<file path="src/rtl/arb_fifo_if.sv">
// Handshake bundle between the pixel arbiter (write side), the FIFO and the
// processing master (read side). The FIFO uses the slave view.
interface arb_fifo_if #(
    parameter int DW    = 32,
    parameter int DEPTH = 16
);
    logic                     slvx_data_valid;
    logic [1:0]               slvx_mode;
    logic [7:0]               slvx_proc_val;
    logic [DW-1:0]            slvx_data;
    logic                     fifo_full;
    logic                     fifo_afull;
    logic                     fifo_empty;
    logic [$clog2(DEPTH):0]   fifo_count;
    logic                     mstr_valid;
    logic                     mstr_ready;
    logic [1:0]               mstr_mode;
    logic [7:0]               mstr_proc_val;
    logic [DW-1:0]            mstr_data;
    logic                     ovf_err;
    logic                     clr_err;

    modport slave (
        input  slvx_data_valid, slvx_mode, slvx_proc_val, slvx_data,
        input  mstr_ready, clr_err,
        output fifo_full, fifo_afull, fifo_empty, fifo_count,
        output mstr_valid, mstr_mode, mstr_proc_val, mstr_data, ovf_err
    );

    modport master (
        output slvx_data_valid, slvx_mode, slvx_proc_val, slvx_data,
        output mstr_ready, clr_err,
        input  fifo_full, fifo_afull, fifo_empty, fifo_count,
        input  mstr_valid, mstr_mode, mstr_proc_val, mstr_data, ovf_err
    );
endinterface

</file>
<file path="src/rtl/arb_fifo.sv">
// First-word-fall-through FIFO carrying {mode, proc_val, data} entries from the
// arbiter to the processing master, with mode-0 discard and sticky overflow flag.
module arb_fifo #(
    parameter int DW       = 32,
    parameter int DEPTH    = 16,
    parameter int AFULL_TH = DEPTH - 2
) (
    input  logic      clk,
    input  logic      rst,
    arb_fifo_if.slave bus
);
    localparam int AW = $clog2(DEPTH);
    localparam int CW = AW + 1;
    localparam int EW = DW + 10;
    localparam logic [CW-1:0] DEPTH_C = CW'(DEPTH);
    localparam logic [CW-1:0] AFULL_C = CW'(AFULL_TH);

    logic [EW-1:0] mem_q [DEPTH];
    logic [AW-1:0] wr_ptr_q, wr_ptr_d;
    logic [AW-1:0] rd_ptr_q, rd_ptr_d;
    logic [CW-1:0] count_q, count_d;
    logic          full_q, full_d;
    logic          afull_q, afull_d;
    logic          empty_q, empty_d;
    logic          ovf_q, ovf_d;
    logic          wr_try_s, wr_en_s, rd_en_s;
    logic [EW-1:0] head_s;
    logic [1:0]    mstr_mode_s;
    logic [7:0]    mstr_proc_s;
    logic [DW-1:0] mstr_data_s;

    // Handshake decode and next-state for pointers, occupancy and error flag
    always_comb begin
        wr_try_s = bus.slvx_data_valid && (bus.slvx_mode != 2'd0);
        wr_en_s  = wr_try_s && !full_q;
        rd_en_s  = !empty_q && bus.mstr_ready;

        if (wr_en_s) begin
            wr_ptr_d = wr_ptr_q + AW'(1'b1);
        end else begin
            wr_ptr_d = wr_ptr_q;
        end

        if (rd_en_s) begin
            rd_ptr_d = rd_ptr_q + AW'(1'b1);
        end else begin
            rd_ptr_d = rd_ptr_q;
        end

        case ({wr_en_s, rd_en_s})
            2'b10:   count_d = count_q + CW'(1'b1);
            2'b01:   count_d = count_q - CW'(1'b1);
            default: count_d = count_q;
        endcase

        // Flags are registered alongside the count so they always agree with it
        full_d  = (count_d == DEPTH_C);
        afull_d = (count_d >= AFULL_C);
        empty_d = (count_d == {CW{1'b0}});

        // A dropped write outranks a same-cycle clear so no overflow is lost
        if (wr_try_s && full_q) begin
            ovf_d = 1'b1;
        end else if (bus.clr_err) begin
            ovf_d = 1'b0;
        end else begin
            ovf_d = ovf_q;
        end
    end

    // Control state register with synchronous reset
    always_ff @(posedge clk) begin
        if (rst) begin
            wr_ptr_q <= {AW{1'b0}};
            rd_ptr_q <= {AW{1'b0}};
            count_q  <= {CW{1'b0}};
            full_q   <= 1'b0;
            afull_q  <= 1'b0;
            empty_q  <= 1'b1;
            ovf_q    <= 1'b0;
        end else begin
            wr_ptr_q <= wr_ptr_d;
            rd_ptr_q <= rd_ptr_d;
            count_q  <= count_d;
            full_q   <= full_d;
            afull_q  <= afull_d;
            empty_q  <= empty_d;
            ovf_q    <= ovf_d;
        end
    end

    // Entry storage; contents are don't-care after reset, so no reset term
    always_ff @(posedge clk) begin
        if (wr_en_s && !rst) begin
            mem_q[wr_ptr_q] <= {bus.slvx_mode, bus.slvx_proc_val, bus.slvx_data};
        end
    end

    // Head presentation, forced to zero while nothing is valid
    always_comb begin
        head_s = mem_q[rd_ptr_q];
        if (empty_q) begin
            mstr_mode_s = 2'd0;
            mstr_proc_s = 8'd0;
            mstr_data_s = {DW{1'b0}};
        end else begin
            mstr_mode_s = head_s[EW-1 -: 2];
            mstr_proc_s = head_s[DW+7 -: 8];
            mstr_data_s = head_s[DW-1:0];
        end
    end

    assign bus.fifo_full     = full_q;
    assign bus.fifo_afull    = afull_q;
    assign bus.fifo_empty    = empty_q;
    assign bus.fifo_count    = count_q;
    assign bus.mstr_valid    = !empty_q;
    assign bus.mstr_mode     = mstr_mode_s;
    assign bus.mstr_proc_val = mstr_proc_s;
    assign bus.mstr_data     = mstr_data_s;
    assign bus.ovf_err       = ovf_q;
endmodule

</file>
<file path="src/flat_wrapper.sv">
// flat-port wrapper written by rule: the top's interface ports become plain ports
module arb_fifo_flat 
#(
    parameter int DW       = 32,
    parameter int DEPTH    = 16,
    parameter int AFULL_TH = DEPTH - 2
)
  (clk, rst, bus_slvx_data_valid, bus_slvx_mode, bus_slvx_proc_val, bus_slvx_data, bus_mstr_ready, bus_clr_err, bus_fifo_full, bus_fifo_afull, bus_fifo_empty, bus_fifo_count, bus_mstr_valid, bus_mstr_mode, bus_mstr_proc_val, bus_mstr_data, bus_ovf_err);
  arb_fifo_if #(.DW(DW), .DEPTH(DEPTH)) bus_i ();
  input  logic clk;
  input  logic rst;
  input wire logic [$bits(bus_i.slvx_data_valid)-1:0] bus_slvx_data_valid;
  input wire logic [$bits(bus_i.slvx_mode)-1:0] bus_slvx_mode;
  input wire logic [$bits(bus_i.slvx_proc_val)-1:0] bus_slvx_proc_val;
  input wire logic [$bits(bus_i.slvx_data)-1:0] bus_slvx_data;
  input wire logic [$bits(bus_i.mstr_ready)-1:0] bus_mstr_ready;
  input wire logic [$bits(bus_i.clr_err)-1:0] bus_clr_err;
  output wire logic [$bits(bus_i.fifo_full)-1:0] bus_fifo_full;
  output wire logic [$bits(bus_i.fifo_afull)-1:0] bus_fifo_afull;
  output wire logic [$bits(bus_i.fifo_empty)-1:0] bus_fifo_empty;
  output wire logic [$bits(bus_i.fifo_count)-1:0] bus_fifo_count;
  output wire logic [$bits(bus_i.mstr_valid)-1:0] bus_mstr_valid;
  output wire logic [$bits(bus_i.mstr_mode)-1:0] bus_mstr_mode;
  output wire logic [$bits(bus_i.mstr_proc_val)-1:0] bus_mstr_proc_val;
  output wire logic [$bits(bus_i.mstr_data)-1:0] bus_mstr_data;
  output wire logic [$bits(bus_i.ovf_err)-1:0] bus_ovf_err;
  assign bus_i.slvx_data_valid = bus_slvx_data_valid;
  assign bus_i.slvx_mode = bus_slvx_mode;
  assign bus_i.slvx_proc_val = bus_slvx_proc_val;
  assign bus_i.slvx_data = bus_slvx_data;
  assign bus_i.mstr_ready = bus_mstr_ready;
  assign bus_i.clr_err = bus_clr_err;
  assign bus_fifo_full = bus_i.fifo_full;
  assign bus_fifo_afull = bus_i.fifo_afull;
  assign bus_fifo_empty = bus_i.fifo_empty;
  assign bus_fifo_count = bus_i.fifo_count;
  assign bus_mstr_valid = bus_i.mstr_valid;
  assign bus_mstr_mode = bus_i.mstr_mode;
  assign bus_mstr_proc_val = bus_i.mstr_proc_val;
  assign bus_mstr_data = bus_i.mstr_data;
  assign bus_ovf_err = bus_i.ovf_err;
  arb_fifo #(.DW(DW), .DEPTH(DEPTH), .AFULL_TH(AFULL_TH)) u_core (.clk(clk), .rst(rst), .bus(bus_i));
endmodule
</file>
<file path="config.mk">
export PLATFORM = sky130hd
export DESIGN_NAME = arb_fifo_flat
export DESIGN_NICKNAME = d
export VERILOG_FILES = /design/src/rtl/arb_fifo_if.sv /design/src/rtl/arb_fifo.sv /design/src/flat_wrapper.sv
export SDC_FILE = /design/constraint.sdc
export NUM_CORES = 1
export LEC_CHECK = 0
export ABC_AREA = 1
export ABC_CLOCK_PERIOD_IN_PS = 5800
export CAP_MARGIN = 10
export CORE_MARGIN = 10
export CORE_UTILIZATION = 38
export DETAILED_ROUTE_END_ITERATION = 8
export PLACE_DENSITY = 0.63
export SYNTH_ARGS = -nofsm -noshare
export SYNTH_HDL_FRONTEND = slang
export SYNTH_SLANG_ARGS = --single-unit
export TNS_END_PERCENT = 5
</file>
<file path="constraint.sdc">
create_clock -name clk -period 5.8 [get_ports clk]
set_input_delay 1.16 -clock clk [delete_from_list [all_inputs] [get_ports clk]]
set_output_delay 1.16 -clock clk [all_outputs]
set_load 0.02 [all_outputs]
</file>
==> metrics.md <==
| Metric | Value |
|---|---|
| Outcome | completed |
| Hold slack final | 431 ps |
| Number of antenna violations at the first check in global routing | 5 |
| CP Class | flop to output port |
| Post-Synth XOR/XNOR Area | 0.0639% |
| Reg2Reg Depth | 17 |
| EDFF count, synth | 672 |
| CP endpoint kind | output port |
| Gr usage total | 16.5% |
| Crit path launch type | flop |
| Most frequent cells in the layout | edfxtp_1, nor2_1, o21ai_0, o211ai_1, clkdlybuf4s50_1 |
| TritonCTS clock tree | built |
| Synth async-reset ratio | 0% |
| Number of hold buffers added after cts | 0 |
| Most common cell after layout, fill and taps aside | edfxtp_1 |
| Slew margin rel. | 23.9% |
| Setup violators final | 0 |
| Syn Std Cell Area | 27400 um2 |
| Core area | 71500 um2 |
| Area delta synth->final | 16.0% |
| Remaining DRCs | 0 |
| # H-tree levels | 3 |
| CP required | about 4600 ps |
| Design area | 31800 um2 |
| Main combinational cell family by area after synthesis | compound AO/OA/AOI/OAI gates |
| Fin. max-slew vios | 0 |
| Pin count of the biggest net entering global routing | 215 |
| Inserted Clock Buffers | 73 |
| Post-CTS Setup Bufs | 0 |
| Post-Syn Nets | 2136 |
| First-pass GRT wire length | roughly 110000 um |
| Synthesized netlist cell count | 2081 |
| Critical path peak fanout | 39 |
| RSZ-0062 raised after global routing | false |
| FF+latch count, synth | a little under 700 |
| Hold Crit Depth | 1 |
| Post-synthesis sequential area ratio | 75.2% |
| Starting Density | between 30% and 40% |
| Share of post-route cells with drive strength above 1 | about 7.6% |
| DP Area | 29500 um2 |
| Static Leak | 9.98 nW |
| Die W | 289 um |
| Bufs on Longest Clock Path | 3 |
| Worst hold path type | flop to flop |
| Synth Area in Adders | 0.365% |
| Power Dens Cells | 378 nW/um2 |
| Cell row count | 98 |
| NumNets Final | 2206 |
| Crit path arrival time | 3680 ps |
| VDD IR-drop max | around 0.00022 V |
| Final RePlAce weighted congestion | between 0.7 and 0.8 |
| Yosys cell types | 26 |
| Syn. warnings | 0 |
| Max cap viols | 0 |
| Post-Synth Simple-Gate Area | 8.23% |
| Clk sink count | 693 |
| Resized Gates After CTS | 0 |
| Grt total ovfl | 0 |
| IO Port Bufs | 98 |
| Drt first pass iters | 5 |
| WL final | 69600 um |
| Setup TNS | 0 ps |
| Avg Vias per Cell | 5.41 |
| Mux share of post-synthesis cell area | 0% |
| Vias in the first global route | 16.6k |
| Detailed Place HPWL | around 36000 um |
| Filler instances | 6207 |
| Die Span Y | 289 um |
| Slew of the pin with the lowest slew margin | 1140 ps |
| Post-detailed-route count of antenna-violating nets | 0 |
| Crit share post-route | a little over four fifths |
| Syn Area/Cell | 13.2 um2 |
| Final setup margin | 959 ps |
| DP Worst Slack | 1170 ps |
| Hold Fails Final Rpt | 0 |
| Max Fclk | 0.207 GHz |
| Synth Flop Type | edfxtp_1 |
| Top Ports | 99 |
| Worst Skew | ~24 ps |
| Worst-skew pair later-pin latency | 610 ps |
| Vias | about 17k |
| Min Clock Period, post-route | 4840 ps |
| Final Core Density | 44.5% |
| WL per Instance | 22.1 um |
| Root Driver | clkbuf_16 |
| Die ar. | 83300 um2 |
| Synth Area in Compound Gates | 13.0% |
| 1st-iter DRT viols | 1911 |
| CTS clock-pin slew for the worst setup and hold paths | approximately 60 ps |
## sequential cells by signal, indices dropped and copies added, names as in the netlist, named ones only
name / cells
u_core.bus.fifo_afull: 1
u_core.bus.fifo_count: 5
u_core.bus.fifo_empty: 1
u_core.bus.fifo_full: 1
u_core.bus.ovf_err: 1
u_core.mem_q: 672
u_core.rd_ptr_q: 4
u_core.wr_ptr_q: 4
## final timing paths
check / start / endpoint / slack, ps
setup / recovery: flop / bus_mstr_data[31] / 960
hold / removal: u_core.rd_ptr_q[3] / flop / 430
setup reg to reg: u_core.bus.fifo_empty / u_core.bus.fifo_afull / 2560
hold reg to reg: u_core.rd_ptr_q[3] / flop / 430
## synth_stat cells (18+ instances only)
master / instances / area (um2)
dfxtp_1: 21 / 420
o211ai_1: 133 / 998
nand2_1: 39 / 146
edfxtp_1: 672 / 20200
inv_1: 24 / 90.1
buf_2: 30 / 150
o21ai_0: 326 / 1630
a21oi_1: 52 / 260
clkbuf_1: 84 / 315
o21ai_1: 73 / 365
o221ai_1: 35 / 307
nor2_1: 497 / 1870
nand3_1: 45 / 225
buf_6: 18 / 203
## per-layer routing
metal	GRT usage (%)	routed length, um
met5	0	58
met4	4.92	1270
met3	2.96	4550
met1	22.3	29600
met2	26.9	34100
## power breakdown
| group | total [W] | leakage, nW | internal, W | switching, W |
|---|---|---|---|---|
| clock | 0.00448 | 1.13 | 0.00259 | 0.00189 |
| combinational | 0.00189 | 2.63 | 0.000637 | 0.00125 |
| sequential | 0.00564 | 6.22 | 0.00555 | 0.0000914 |
| total | 0.0120 | 9.98 | 0.00878 | 0.00323 |
## kinds of logic after synthesis
group | Yosys count
buffers and inverters | 174
and+or+nand+nor | 584
AOI/OAI and AO/OA | 620
xor gates and xnor gates | 2
DFF | 693
adders and majority gates | 8
## worst max-delay path, cell delays in order (launching register included)
cell,delay [ps]
dfxtp_4,740
inv_2,510
buf_4,410
o221ai_1,120
nand3_1,90
a21oi_1,450
clkdlybuf4s50_1,710
## area by class of cell
type                    count  area [um2]  area share, %
inverters                  27         110          0.346
diodes                      1        2.50        0.00787
clock buffers              87        1920           6.05
clock inverters            43         373           1.17
multi-input cells        1214        6060           19.1
well taps                 950        1190           3.74
repair buffers            142        1510           4.76
flip-flops and latches    693       20600           64.9
## per-stage QoR
| stage | power (W) | instances |
|---|---|---|
| 6_report | 0.0120 | 3157 |
| 5_1_grt | 0.0125 | 3157 |
| 4_1_cts | 0.0121 | 3156 |
| 3_5_place_dp | 0.00764 | 3026 |
| 3_3_place_gp | 0.00761 | 3026 |
| 2_1_floorplan | 0.00692 | 2081 |
Power figures use the tool's default switching activity.
